===== src/rtl/pwm_capture.sv =====
// pwm_capture: measures period and high time of an asynchronous PWM input
// in prescaled ticks. Optional glitch filter: define PWM_CAPTURE_FILTER_EN.
module pwm_capture (
  input  logic        clk,
  input  logic        rst_n,
  input  logic        pwm_in,
  input  logic        en,
  input  logic        capture_reset,
  input  logic [7:0]  prescale,
  output logic [15:0] meas_period,
  output logic [15:0] meas_high,
  output logic        valid,
  output logic        overflow
);

  typedef enum logic [1:0] {IDLE, ARM, HIGH, LOW} state_t;

  state_t      state_q, state_d;
  logic        sync1_q, sync2_q, prev_q;
  logic        lvl, rise, fall;
  logic [7:0]  pcnt_q, pcnt_d;
  logic [15:0] timer_q, timer_d, timer_inc;
  logic        sat_q, sat_d;
  logic [15:0] high_lat_q, high_lat_d;
  logic [15:0] mp_q, mp_d, mh_q, mh_d;
  logic        valid_q, valid_d, ovf_q, ovf_d;
  logic        active, counting, tick, sat_tick, restart, latch_high, publish;

`ifdef PWM_CAPTURE_FILTER_EN
  // Filtered level follows the synchronizer only once three consecutive
  // samples agree; combinational output keeps added latency at 2 clocks.
  logic hist1_q, hist2_q, filt_q, filt_d;

  // glitch filter decision
  always_comb begin
    filt_d = filt_q;
    if ((sync2_q == hist1_q) && (hist1_q == hist2_q)) filt_d = sync2_q;
  end

  // filter history and held level
  always_ff @(posedge clk or negedge rst_n) begin
    if (!rst_n) begin
      hist1_q <= 1'b0;
      hist2_q <= 1'b0;
      filt_q  <= 1'b0;
    end else begin
      hist1_q <= sync2_q;
      hist2_q <= hist1_q;
      filt_q  <= filt_d;
    end
  end

  assign lvl = filt_d;
`else
  assign lvl = sync2_q;
`endif

  assign rise = lvl & ~prev_q;
  assign fall = ~lvl & prev_q;

  // FSM state register
  always_ff @(posedge clk or negedge rst_n) begin
    if (!rst_n) state_q <= IDLE;
    else        state_q <= state_d;
  end

  // FSM next state; software clear and enable dominate edges
  always_comb begin
    state_d = state_q;
    if (capture_reset)   state_d = en ? ARM : IDLE;
    else if (!en)        state_d = IDLE;
    else begin
      case (state_q)
        IDLE:    state_d = ARM;
        ARM:     if (rise) state_d = HIGH;
        HIGH:    if (fall) state_d = LOW;
        LOW:     if (rise) state_d = HIGH;
        default: state_d = IDLE;
      endcase
    end
  end

  // FSM output decode: tick, restart, latch and publish strobes
  always_comb begin
    active     = en && !capture_reset;
    counting   = (state_q != IDLE);
    tick       = counting && (pcnt_q == prescale);
    sat_tick   = tick && (timer_q == 16'hFFFF);
    timer_inc  = (tick && !sat_tick) ? timer_q + 16'd1 : timer_q;
    restart    = active && rise && ((state_q == ARM) || (state_q == LOW));
    latch_high = active && fall && (state_q == HIGH);
    // a saturated interval (including a saturating tick on the edge itself) is dropped
    publish    = active && rise && (state_q == LOW) && !(sat_q || sat_tick);
  end

  // datapath next values: timebase, timer, latches and published results
  always_comb begin
    pcnt_d     = tick ? 8'd0 : pcnt_q + 8'd1;
    timer_d    = timer_inc;
    sat_d      = sat_q | sat_tick;
    high_lat_d = latch_high ? timer_inc : high_lat_q;
    mp_d       = mp_q;
    mh_d       = mh_q;
    valid_d    = 1'b0;
    ovf_d      = ovf_q | sat_tick;
    if (publish) begin
      mp_d    = timer_inc;
      mh_d    = high_lat_q;
      valid_d = 1'b1;
    end
    if (restart || !active || !counting) begin
      pcnt_d  = 8'd0;
      timer_d = 16'd0;
      sat_d   = 1'b0;
    end
    if (capture_reset) begin
      high_lat_d = 16'd0;
      mp_d       = 16'd0;
      mh_d       = 16'd0;
      ovf_d      = 1'b0;
    end
  end

  // synchronizer, edge history and datapath registers
  always_ff @(posedge clk or negedge rst_n) begin
    if (!rst_n) begin
      sync1_q    <= 1'b0;
      sync2_q    <= 1'b0;
      prev_q     <= 1'b0;
      pcnt_q     <= 8'd0;
      timer_q    <= 16'd0;
      sat_q      <= 1'b0;
      high_lat_q <= 16'd0;
      mp_q       <= 16'd0;
      mh_q       <= 16'd0;
      valid_q    <= 1'b0;
      ovf_q      <= 1'b0;
    end else begin
      sync1_q    <= pwm_in;
      sync2_q    <= sync1_q;
      prev_q     <= lvl;
      pcnt_q     <= pcnt_d;
      timer_q    <= timer_d;
      sat_q      <= sat_d;
      high_lat_q <= high_lat_d;
      mp_q       <= mp_d;
      mh_q       <= mh_d;
      valid_q    <= valid_d;
      ovf_q      <= ovf_d;
    end
  end

  assign meas_period = mp_q;
  assign meas_high   = mh_q;
  assign valid       = valid_q;
  assign overflow    = ovf_q;

endmodule


===== config.mk =====
export PLATFORM = sky130hd
export DESIGN_NAME = pwm_capture
export DESIGN_NICKNAME = d
export VERILOG_FILES = /design/src/rtl/pwm_capture.sv
export SDC_FILE = /design/constraint.sdc
export NUM_CORES = 1
export LEC_CHECK = 0
export CAP_MARGIN = 15
export CORE_ASPECT_RATIO = 0.6
export CORE_MARGIN = 1
export CORE_UTILIZATION = 55
export DETAILED_ROUTE_END_ITERATION = 16
export PLACE_DENSITY = 0.88
export SLEW_MARGIN = 40
export SYNTH_ARGS = -nofsm -noshare
export SYNTH_HDL_FRONTEND = slang
export SYNTH_SLANG_ARGS = --single-unit

===== constraint.sdc =====
create_clock -name clk -period 2.6 [get_ports clk]
set_input_delay 0.65 -clock clk [delete_from_list [all_inputs] [get_ports clk]]
set_output_delay 0.65 -clock clk [all_outputs]
set_load 0.02 [all_outputs]

==> reports/summary.txt, run 1 <==
Tmin final -> 2.427 ns
Synth area leader -> dfrtp_1
Starting Density -> 0.5764
Distinct cells, synth -> 42
Tot GR Track Use -> 0.2666
final hold vios -> 0
leading cell type in the layout, fill and taps excluded -> dfrtp_1
global-route wire length before repair -> 13700 um
Die Y -> 64.41 um
drt pass-1 iters -> 5
Seq pwr share -> 0.507
worst vdd ir -> 0.3240 mV
IO Count -> 47
TritonCTS buffer count -> 9
pins over their slew limit -> 0
RSZ-0062 raised after global routing -> false
Layout area overhead -> 23.34%
std cell rows -> 22
Port Buffers -> 46
die footprint -> 6827 um2
Syn Area/Cell -> 10.20 um2
Ys Warns -> 0
crit path capture type -> register
Avg WL per Cell -> 16.30 um
routability cong. -> 0.8851
DP HPWL -> 5267 um
Starting DRT DRC Count -> 172
fmax -> 412.1 MHz
post-synthesis sequential area ratio -> 0.5608
Slew HR -> 0.4891
Hold WC Path Type -> input pin to asynchronous set/reset pin
clock share of power -> 0.455
share of cells above drive strength 1 -> 0.1086
total number of vias -> 2738
post-synthesis instance total -> 350
Crit-path slowest cell -> clkdlybuf4s50_1
status -> complete, no violations
largest net degree at the start of global routing -> 53
Nets -> 415
Logic pwr share -> 0.038
post-synth net total -> 365
Critical Path AT -> 2.69 ns
final wirelength -> 7972 um
Psw -> 543.5 uW
Pwr Density -> 561.4 nW/um2
Int Pwr -> 1.928 mW
drt drc -> 0
Hold Buf Count CTS -> 0
# diodes -> 0
critical path class -> input pin to register
most frequent CP cell -> xnor2_1
crit path max fanout -> 4
RR Startpoint -> timer_q[0]
Final setup viols -> 0
post-CTS sizing -> 0
P_leak -> 1.812 nW
total of max-cap violations -> 0
CP Launch Point -> prescale[1]
reg2reg end -> meas_period[14]
clk buf depth -> 2
Synth top area share -> 0.5608
Avg Vias per Cell -> 5.599
fin util -> 0.7109
measured slew at the worst slew-check pin -> 0.7653 ns
clk sinks -> 80
most frequent cells in the layout -> dfrtp_1 (80), nor2_1 (60), nand2_1 (46), clkdlybuf4s50_1 (45), a211oi_1 (25)
number of global-route vias before repair -> 2732
Clock transition at path regs -> 0.09 ns
final worst-path cycle share -> 0.9333
Horiz. Die Dim -> 106.0 um
H-tree levels -> 3
Final Instance Count excl. Fillers -> 489
R2R depth -> 8
FF+latch count, synth -> 80
clk_lat worst skew -> 0.36 ns
largest cells by area after synthesis -> dfrtp_1 (56%), nor2_1 (6.3%), a211oi_1 (5.3%)
total negative slack -> 0 ns
Mapped Area -> 3570 um2
clock root buffer -> clkbuf_8
slowest stage delay, CP -> 0.45 ns
sw frac -> 0.2199
core area -> 6193 um2
antenna-violating nets left -> 0
worst path cell trace -> clkdlybuf4s50_1 > xnor2_1 > and3_1 > nand3_2 > buf_4 > nor4_2 > xnor2_1 > a211oi_1
number of setup buffers added after CTS -> 0
Cells after DPL -> 473
TritonCTS clock tree -> done
Worst Skew -> 0.01003 ns
Reg2Reg Setup Slack -> 0.32 ns
Worst Setup Start Kind -> input pin
antenna violations before repair -> 0
grt ovf -> 0
Req. time, crit path -> 2.87 ns
[cells by family after synthesis]
kind of cell               after synthesis  share of synthesized area
buffers and inverters                   23                    0.02909
muxes                                    7                    0.02033
and+or+nand+nor                        166                     0.2313
xor gates and xnor gates                26                    0.06379
DFF                                     80                     0.5608
AOI/OAI and AO/OA                       46                    0.08763
adders and majority gates                2                   0.007009
[flip-flops by register name, indices dropped and copies added, names as in the netlist, 2 cells and up]
| name | cells |
|---|---|
| timer_q | 16 |
| meas_high | 16 |
| pcnt_q | 8 |
| state_q | 2 |
| high_lat_q | 16 |
| meas_period | 16 |
[final cells by class]
type | count | area [um2]
clock inverters | 6 | 116.4
repair buffers | 58 | 573.1
multi-input cells | 247 | 1464
flip-flops and latches | 80 | 2002
inverters | 4 | 15.01
fillers | 458 | 1790
clock buffers | 10 | 127.6
well taps | 84 | 105.1
[Yosys cell counts, drive strengths merged]
cell and number:
or2 1, nor3b 1, nand2b 4, ha 2, and2 1, a211oi 27
inv 4, buf 8, or3 3, nor2b 4, nand2 47, dfrtp 80
and4 2, xor2 6, mux2i 5, o21ai 2, a21oi 15, nor4 5
o21a 1, nand4 7, nand3 10, and4b 1, and2b 1, or4 1
nor3 5, and3 6, xnor2 20, nor2 60, mux2 2, o31ai 1
clkbuf 11, nand3b 7
[worst max-delay path, delay by kind of cell]
family	cells	cell delay (ns)
simple gates	3	0.71
xor+xnor	2	0.46
buf+inv	2	0.63
compound gates	1	0.25
[power groups by stage]
stage          Combinational (mW)  Clock (mW)  Sequential [mW]
6_report                   0.0946        1.12             1.25
3_3_place_gp               0.0928           0             1.28
3_5_place_dp               0.0961           0             1.28
4_1_cts                    0.0964        1.14             1.25
2_1_floorplan              0.0365           0             1.28
5_1_grt                     0.106        1.19             1.25
[through the flow]
step                      hold WS, ns  area [um2]  setup slack, ns  total power, mW
final                          0.2024        4403           0.1734            2.472
after global routing           0.2201        4403          0.03849            2.547
after CTS                      0.2051        4403           0.1583            2.485
after detailed placement       0.3674        4159          -0.2042            1.374
after global placement         0.3390        4159          -0.1186            1.370
after floorplan                0.3312        3570           0.3915            1.314
[how the worst max path moves through the flow]
| stage | endpoint | slack [ns] |
|---|---|---|
| 2_1_floorplan | high_lat_q[13] | 0.39 |
| 3_3_place_gp | high_lat_q[13] | -0.12 |
| 3_5_place_dp | high_lat_q[10] | -0.20 |
| 4_1_cts | high_lat_q[10] | 0.16 |
| 5_1_grt | meas_period[4] | 0.04 |
| 6_report | high_lat_q[10] | 0.17 |
[layer usage]
layer,track usage,routed length (um)
met2,0.4232,3819
met1,0.3617,3575
met4,0.09549,134
met3,0.06224,443
met5,0,0
(Power assumes the default switching activity.)
==> run 2, diff against run 1 <==
--- a/config.mk
+++ b/config.mk
@@ -9,9 +9,10 @@
 export CORE_ASPECT_RATIO = 0.6
 export CORE_MARGIN = 1
 export CORE_UTILIZATION = 55
+export CTS_CLUSTER_DIAMETER = 120
 export DETAILED_ROUTE_END_ITERATION = 16
 export PLACE_DENSITY = 0.88
-export SLEW_MARGIN = 40
 export SYNTH_ARGS = -nofsm -noshare
 export SYNTH_HDL_FRONTEND = slang
 export SYNTH_SLANG_ARGS = --single-unit
+export TNS_END_PERCENT = 1
==> results of run 2 <==
The final DEF is identical to that of run 1; final timing and power are the same.
==> run 3, diff against run 2 <==
--- a/config.mk
+++ b/config.mk
@@ -15,4 +15,3 @@
 export SYNTH_ARGS = -nofsm -noshare
 export SYNTH_HDL_FRONTEND = slang
 export SYNTH_SLANG_ARGS = --single-unit
-export TNS_END_PERCENT = 1
==> results of run 3 <==
The final DEF is identical to that of run 1; final timing and power are the same.
==> RTL edit: new RTL, flow settings as in run 1 <==
Register the output `meas_period` once more, with the module's reset; this adds one clock of latency there. The other outputs are not delayed to match.
--- a/src/rtl/pwm_capture.sv
+++ b/src/rtl/pwm_capture.sv
@@ -152,3 +152,9 @@
 
-  assign meas_period = mp_q;
+  always_ff @(posedge clk or negedge rst_n) begin
+    if (!rst_n) begin
+      meas_period <= '0;
+    end else begin
+      meas_period <= mp_q;
+    end
+  end
   assign meas_high   = mh_q;
Check against the original RTL: not equivalent (a bounded check fails within 10 cycles, from zero or initial values and one cycle with rst_n low).
==> RTL edit against run 1 <==
- the flow now finishes with violations (setup timing)
- cell area increased by 17%
- synthesized area is 14% higher
- hold slack improved by 0.0084 ns
- total power up 21%
- cell count grew 4.3%
- combinational power is 9% higher
- sequential cell count up 16
- routed wire length rose by 34%
- setup slack lost 0.19 ns
- via count increased by 16%
- sequential power rose by 20%
- highest routed layer unchanged
==> RTL edit: results <==
set metrics [dict create \
    place_inst 493 \
    place_hpwl_um 6263 \
    synth.area.top_cells "dfrtp_1, nor2_1, xnor2_1, a211oi_1, nand2b_1" \
    gp_congestion 0.8707 \
    worst_pin_slew_ns 0.5767 \
    fin_skew_ns 0.008451 \
    syn_avg_cell_area_um2 11.18 \
    drt_iter0_drc 346 \
    critPathLaunch "prescale[2]" \
    route.detailed.drc 0 \
    place_area_um2 4691 \
    violations "setup timing" \
    fin_ws_ns -0.02016 \
    peakVddDrop_v 0.0004721 \
    cp.arrival_ns 2.88 \
    post_cts_resized 3 \
    grt_max_degree 51 \
    grt_usage_pct 27.94 \
    synth_xor_area_share_pct 5.798 \
    slowest_stage "or4_4" \
    wl_met2_um 5001 \
    p_leak_nw 2.088 \
    num_vias 3185 \
    m1WireLength_um 4218 \
    syn_nets 380 \
    status "complete, but fails checks" \
    post-cts-setup-buffer-count 1 \
    clock-root-buffer "clkbuf_16" \
    synth_mux_area_share_pct 0.7362 \
    cts.reportedPaths.clkPinSlew_ns 0.07 \
    synth_compound_area_share_pct 10.46 \
    tns_ns -0.02016 \
    drt_wl_total_um 10690 \
    fin_cells 510 \
    async_flop_share_pct 100.0 \
    cts_buffer_depth 2 \
    yosys.area_share.adder_pct 0.6135 \
    synth_common_cells "dfrtp_1, nor2_1, nand2_1, xnor2_1, a211oi_1" \
    final_nets 433 \
    finalSetupViolations 1 \
    use_met3_pct 9.703 \
    slowest_delay_ns 0.51 \
    r2r_start "timer_q[1]" \
    grt_pass1_vias 2948 \
    grt_pass1_wl_um 15610 \
    yosysSeqAreaShare_pct 58.90 \
    use_met1_pct 36.07 \
    gr-usage-met2_pct 42.94 \
    drive_gt1_share_pct 17.49 \
    wl_met3_um 1038 \
    drt_pass1_iterations 6 \
]
RTL edit: final timing paths:
| path | slack, ns | cells past startpoint | to |
|---|---|---|---|
| max | -0.02 | 8 | timer_q[5] |
| min | 0.21 | 1 | meas_period[1] |
| max reg2reg | 0.03 | 7 | high_lat_q[2] |
| min reg2reg | 0.38 | 0 | meas_period[8] |
| max in group asynchronous | 1.80 | 2 | high_lat_q[4] |
| min in group clk | 0.38 | 0 | meas_period[8] |
RTL edit: power breakdown:
| group | internal (W) | switching [W] | leakage (nW) | total [W] |
|---|---|---|---|---|
| clock | 0.000803 | 0.000569 | 0.148 | 0.00137 |
| combinational | 0.0000384 | 0.0000649 | 0.607 | 0.000103 |
| sequential | 0.00150 | 0.00000616 | 1.33 | 0.00150 |
RTL edit: area by class of cell:
type / instances / area (um2)
multi-input cells: 244 / 1677
inverters: 5 / 18.77
fillers: 407 / 1744
repair buffers: 62 / 640.6
flip-flops and latches: 96 / 2402
clock buffers: 11 / 252.7
clock inverters: 5 / 62.56
well taps: 87 / 108.9
